==> config.mk <==
export PLATFORM = sky130hd
export DESIGN_NAME = code_loader_flat
export DESIGN_NICKNAME = d
export VERILOG_FILES = /design/src/rtl/code_loader_if.sv /design/src/rtl/code_loader.sv /design/src/flat_wrapper.sv
export SDC_FILE = /design/constraint.sdc
export NUM_CORES = 1
export LEC_CHECK = 0
export ABC_CLOCK_PERIOD_IN_PS = 2300
export BUFFER_PORTS_ARGS = -buffer_cell sky130_fd_sc_hd__buf_2
export CAP_MARGIN = 30
export CORE_MARGIN = 1.5
export CORE_UTILIZATION = 50
export DETAILED_ROUTE_END_ITERATION = 6
export PLACE_DENSITY = 0.76
export SLEW_MARGIN = 20
export SYNTH_ARGS = -nofsm -noshare
export SYNTH_HDL_FRONTEND = slang
export SYNTH_SLANG_ARGS = --single-unit
==> constraint.sdc <==
create_clock -name clk -period 2.3 [get_ports clk]
set_clock_uncertainty 0.2 [all_clocks]
set_input_delay 0.115 -clock clk [delete_from_list [all_inputs] [get_ports clk]]
set_output_delay 0.115 -clock clk [all_outputs]
set_load 0.01 [all_outputs]
==> src/rtl/code_loader_if.sv <==
// Stream input and code-memory write port of the BPF code loader.
// master = host/feeder side, slave = the loader itself.
interface code_loader_if #(
  parameter int ADDR_WIDTH = 10,
  parameter int IN_WIDTH   = 32
);
  localparam int DATA_WIDTH = 2 * IN_WIDTH;

  logic [IN_WIDTH-1:0]   in_data;
  logic                  in_valid;
  logic                  in_last;
  logic                  in_ready;
  logic [ADDR_WIDTH-1:0] code_wr_addr;
  logic [DATA_WIDTH-1:0] code_wr_data;
  logic                  code_wr_en;

  modport master (
    output in_data, in_valid, in_last,
    input  in_ready, code_wr_addr, code_wr_data, code_wr_en
  );

  modport slave (
    input  in_data, in_valid, in_last,
    output in_ready, code_wr_addr, code_wr_data, code_wr_en
  );
endinterface

==> src/rtl/code_loader.sv <==
// Packs a 32-bit word stream into 64-bit BPF instructions written to code memory from address 0.
// Build option CODE_LOADER_BYTESWAP_EN: byte-reverse each stream word before packing.
//
// state   | meaning
// S_IDLE  | after reset, no load requested
// S_HI    | waiting for the upper word of the next instruction
// S_LO    | waiting for the lower word; its accept issues the write
// S_DRAIN | capacity exceeded, discarding words until in_last
// S_FIN   | load finished, done or error held until next start
module code_loader #(
  parameter int ADDR_WIDTH = 10,
  parameter int DATA_WIDTH = 64,
  parameter int IN_WIDTH   = 32,
  parameter int MAX_INSTR  = 256
) (
  input  logic                clk,
  input  logic                rst_n,
  input  logic                start_i,
  code_loader_if.slave        bus,
  output logic                loading_o,
  output logic                done_o,
  output logic                error_o,
  output logic [ADDR_WIDTH:0] instr_count_o
);
  localparam logic [ADDR_WIDTH:0] MAX_CNT = (ADDR_WIDTH+1)'(MAX_INSTR);
  localparam logic [ADDR_WIDTH:0] CNT_ONE = (ADDR_WIDTH+1)'(1);

  typedef enum logic [2:0] {S_IDLE, S_HI, S_LO, S_DRAIN, S_FIN} state_t;

  state_t                state_q;
  logic                  in_ready_q;
  logic                  wr_en_q;
  logic                  loading_q;
  logic                  done_q;
  logic                  error_q;
  logic [ADDR_WIDTH-1:0] wr_addr_q;
  logic [DATA_WIDTH-1:0] wr_data_q;
  logic [IN_WIDTH-1:0]   hi_q;
  logic [ADDR_WIDTH:0]   count_q;
  logic [IN_WIDTH-1:0]   word_d;
  logic                  accept;

  assign accept = bus.in_valid && in_ready_q;

`ifdef CODE_LOADER_BYTESWAP_EN
  always_comb begin
    word_d = '0;
    for (int b = 0; b < IN_WIDTH/8; b++)
      word_d[8*b +: 8] = bus.in_data[IN_WIDTH-8-8*b +: 8];
  end
`else
  assign word_d = bus.in_data;
`endif

  always_ff @(posedge clk) begin
    if (!rst_n) begin
      state_q    <= S_IDLE;
      in_ready_q <= 1'b0;
      wr_en_q    <= 1'b0;
      loading_q  <= 1'b0;
      done_q     <= 1'b0;
      error_q    <= 1'b0;
      wr_addr_q  <= '0;
      wr_data_q  <= '0;
      hi_q       <= '0;
      count_q    <= '0;
    end else begin
      wr_en_q <= 1'b0;
      // start wins over a simultaneous accept; that word is dropped
      if (start_i) begin
        state_q    <= S_HI;
        in_ready_q <= 1'b1;
        loading_q  <= 1'b1;
        done_q     <= 1'b0;
        error_q    <= 1'b0;
        count_q    <= '0;
      end else begin
        case (state_q)
          S_HI: if (accept) begin
            if (count_q == MAX_CNT || bus.in_last) begin
              error_q <= 1'b1;
              if (bus.in_last) begin
                state_q    <= S_FIN;
                in_ready_q <= 1'b0;
                loading_q  <= 1'b0;
              end else begin
                state_q <= S_DRAIN;
              end
            end else begin
              hi_q    <= word_d;
              state_q <= S_LO;
            end
          end
          S_LO: if (accept) begin
            wr_en_q   <= 1'b1;
            wr_data_q <= {hi_q, word_d};
            wr_addr_q <= count_q[ADDR_WIDTH-1:0];
            count_q   <= count_q + CNT_ONE;
            if (bus.in_last) begin
              done_q     <= 1'b1;
              state_q    <= S_FIN;
              in_ready_q <= 1'b0;
              loading_q  <= 1'b0;
            end else begin
              state_q <= S_HI;
            end
          end
          S_DRAIN: if (accept && bus.in_last) begin
            state_q    <= S_FIN;
            in_ready_q <= 1'b0;
            loading_q  <= 1'b0;
          end
          default: ;
        endcase
      end
    end
  end

  assign bus.in_ready     = in_ready_q;
  assign bus.code_wr_en   = wr_en_q;
  assign bus.code_wr_addr = wr_addr_q;
  assign bus.code_wr_data = wr_data_q;
  assign loading_o        = loading_q;
  assign done_o           = done_q;
  assign error_o          = error_q;
  assign instr_count_o    = count_q;
endmodule

==> src/flat_wrapper.sv <==
// flat-port wrapper written by rule: the top's interface ports become plain ports
module code_loader_flat 
#(
  parameter int ADDR_WIDTH = 10,
  parameter int DATA_WIDTH = 64,
  parameter int IN_WIDTH   = 32,
  parameter int MAX_INSTR  = 256
)
  (clk, rst_n, start_i, loading_o, done_o, error_o, instr_count_o, bus_in_data, bus_in_valid, bus_in_last, bus_in_ready, bus_code_wr_addr, bus_code_wr_data, bus_code_wr_en);
  code_loader_if #(.ADDR_WIDTH(ADDR_WIDTH), .IN_WIDTH(IN_WIDTH)) bus_i ();
  input  logic clk;
  input  logic rst_n;
  input  logic start_i;
  output logic loading_o;
  output logic done_o;
  output logic error_o;
  output logic [ADDR_WIDTH:0] instr_count_o;
  input wire logic [$bits(bus_i.in_data)-1:0] bus_in_data;
  input wire logic [$bits(bus_i.in_valid)-1:0] bus_in_valid;
  input wire logic [$bits(bus_i.in_last)-1:0] bus_in_last;
  output wire logic [$bits(bus_i.in_ready)-1:0] bus_in_ready;
  output wire logic [$bits(bus_i.code_wr_addr)-1:0] bus_code_wr_addr;
  output wire logic [$bits(bus_i.code_wr_data)-1:0] bus_code_wr_data;
  output wire logic [$bits(bus_i.code_wr_en)-1:0] bus_code_wr_en;
  assign bus_i.in_data = bus_in_data;
  assign bus_i.in_valid = bus_in_valid;
  assign bus_i.in_last = bus_in_last;
  assign bus_in_ready = bus_i.in_ready;
  assign bus_code_wr_addr = bus_i.code_wr_addr;
  assign bus_code_wr_data = bus_i.code_wr_data;
  assign bus_code_wr_en = bus_i.code_wr_en;
  code_loader #(.ADDR_WIDTH(ADDR_WIDTH), .DATA_WIDTH(DATA_WIDTH), .IN_WIDTH(IN_WIDTH), .MAX_INSTR(MAX_INSTR)) u_core (.clk(clk), .rst_n(rst_n), .start_i(start_i), .bus(bus_i), .loading_o(loading_o), .done_o(done_o), .error_o(error_o), .instr_count_o(instr_count_o));
endmodule
==> results.md <==
* WP data required at 2530 ps
* Arr. time, crit path at 2330 ps
* DRC at 0
* Max-cap viol count at 0
* Most frequent cells in the layout: nand2_1, buf_2, dfxtp_1, a21boi_0, dlygate4sd3_1
* Critical path depth at 4
* Pwr dens at 794 mW/mm^2
* Crit-path cells: nand2b_1 > or4_4 > or3_1 > a21oi_1
* Max Used Layer: met4
* Post-synth top flop: dfxtp_1
* Crit path launch type: flop
* CP max stage cell: or4_4
* Placed cell areas at 0.00562 sq mm
* WL/cell at 13.5 um
* Die H at 102 um
* Area Growth Syn to Fin at 36.5%
* Met3 wire len at 683 um
* Yosys warning count at 0
* Layout fillers at 719
* Post-synth EDFFs at 0
* Post-Route WL at 11.7 mm
* Hold crit path type: in -> reg
* Reg2reg start: u_core.state_q[1]$_SDFFE_PP0P_
* Fin crit share at 91.4%
* Core box area at 0.00933 sq mm
* R2R Path End: u_core.instr_count_o[7]$_SDFFE_PP0P_
* Antenna diodes at 0
* Critical path endpoint: u_core.instr_count_o[7]$_SDFFE_PP0P_
* Initial Utilization at 52.0%
* Mapped Nets at 608
* Design area at 0.00662 sq mm
* Final Hold Violating Endpoints at 0
* Met2 wire length at 5.73 mm
* Global-route wire length before repair at 18.9 mm
* P_leak at 2.64 nW
* Tmin final at 2100 ps
* Area share of the largest cell type after synthesis at 51.6%
* RSZ-0062 raised after global routing: no
* Crit path launch: u_core.state_q[1]$_SDFFE_PP0P_
* Post-synthesis sequential area ratio at 51.6%
* Buf/Inv on CP at 0
* Worst Setup Path Type: reg -> reg
* Port bufs at 126
* Num CTS Buffers at 17
* Die width at 102 um
* Worst Setup End Kind: flop
* Largest net degree at the start of global routing at 68
* R2r worst-path depth at 4
* Slew HR at 63.1%
* Post-cts resize count at 0
* Synthesized area at 0.00485 sq mm
* VDD IR max at 0.473 mV
* CTS tree: built
* Skew-Pair Late Insertion Delay at 510 ps
* WL met1 at 5.12 mm
* Synthesized area per cell at 8.53 sq um
* Pins over their slew limit at 0
* Final GP Congestion at 0.888
* Top cells by area, synth: dfxtp_1, nand2_1, a21boi_0, mux2i_1, clkbuf_1
* Vias at 4359
* H-Tree Level Count at 4
* Root Driver: clkbuf_8
* Cell variety after synth at 33
* Antenna Nets Post-Route at 0
* Vias in the first global route at 4133
* Status: complete, no violations
* DIE AREA at 0.0103 sq mm
* FF-to-FF setup slack at 200 ps
* Fmax at 476 MHz
* Commonest non-fill, non-tap cell in the layout: nand2_1
* CP max stage delay at 620 ps
* TNS Setup at 0 ps
* Clock transition at path regs at 60 ps
* Setup violators final at 0
* CTS Sinks at 125
* Row count at 35
* Post-synth top area cell: dfxtp_1
* I/O pins at 127
* Detailed Place HPWL at 7.34 mm
* Cells after Synth at 569
* Actual slew at the worst max-slew pin at 553 ps
* Clk buf depth at 2
* Layout cells sized above 1 at 23.5%
* Drt first-iter violations at 157
* Avg Vias per Cell at 5.04
* Async S/R FF share, synth at 0%
* Hold WS at 215 ps
* Tot GR Track Use at 23.3%
* DR pass1 iterations at 4
* Nets at 762
* Congestion Overflow GR at 0
* Initial antenna violation count at 0
* CP delay by family, top: simple AND/OR/NAND/NOR gates
* #FFs+latches synth at 125
* Crit-path max FO at 9
sequential cells by signal (all words and copies together), names as in the netlist, 3 cells and up:
name / flops
u_core.instr_count_o: 11
u_core.hi_q: 32
u_core.state_q: 3
u_core.bus.code_wr_addr: 10
u_core.bus.code_wr_data: 64
kinds of logic after synthesis:
logic type               synth area share, %
AO/OA/AOI/OAI                           13.8
XOR/XNOR                                1.08
adder cells (fa/ha/maj)                0.516
buffers and inverters                   3.84
flip-flops                              51.6
multiplexers                            6.60
AND/OR/NAND/NOR                         22.6
stage by stage:
step           util [%]  power [mW]  setup slack [ps]  cells
2_1_floorplan         -        2.31               279    569
3_3_place_gp       60.2        2.37               327    797
3_5_place_dp       60.2        2.38               244    797
4_1_cts            71.0        5.30               199    865
5_1_grt            71.0        5.42              40.5    865
6_report           71.0        5.26               198    865
tightest hold or removal path, cell delays in order:
cell and delay [ps]:
dlygate4sd3_1 520, buf_2 130, nand2_1 50, mux2i_1 60
what timing repair did:
action,4_1_cts,5_1_grt
hold buffers,36,0
endpoints found under the hold margin,78,0
setup endpoints to repair,0,0
setup buffers,0,0
cells in the mapped netlist, types with 6 or more instances:
| master | count |
|---|---|
| nor2_1 | 16 |
| nand2_1 | 217 |
| o21ai_0 | 8 |
| clkbuf_1 | 27 |
| mux2i_1 | 32 |
| a21boi_1 | 10 |
| buf_2 | 11 |
| xnor2_1 | 6 |
| dfxtp_1 | 125 |
| inv_1 | 8 |
| a21oi_1 | 8 |
| a21boi_0 | 64 |
worst min-delay path by stage:
stage	from	slack (ps)	endpoint	cells after the start
floorplan	start_i	30	u_core.bus.in_ready$_SDFFE_PN0P_	2
global placement	bus_in_data[3]	180	u_core.hi_q[3]$_SDFFE_PN0P_	3
detailed placement	bus_in_data[3]	180	u_core.hi_q[3]$_SDFFE_PN0P_	3
CTS	bus_in_data[3]	190	u_core.hi_q[3]$_SDFFE_PN0P_	4
global route	bus_in_data[15]	210	u_core.hi_q[15]$_SDFFE_PN0P_	4
finish	bus_in_data[30]	210	u_core.hi_q[30]$_SDFFE_PN0P_	4
where the power goes:
group	internal [mW]	total (mW)	switching, mW
Combinational	0.102	0.198	0.0955
Sequential	2.17	2.18	0.00673
Clock	1.91	2.88	0.975
Total	4.18	5.26	1.08
layer usage:
layer  up-vias  track usage, %
li1       2169               -
met1      2043            27.7
met2       131            39.5
met3        16            6.63
met4         0            9.83
met5         -               0
final cells by class:
type / count / area, sq um / area share [%]
well taps: 129 / 161 / 2.44
inverters: 8 / 30.0 / 0.454
multi-input cells: 398 / 2170 / 32.8
clock buffers: 19 / 432 / 6.52
clock inverters: 13 / 213 / 3.21
repair buffers: 173 / 1110 / 16.8
flip-flops and latches: 125 / 2500 / 37.8
Power figures use the tool's default switching activity.
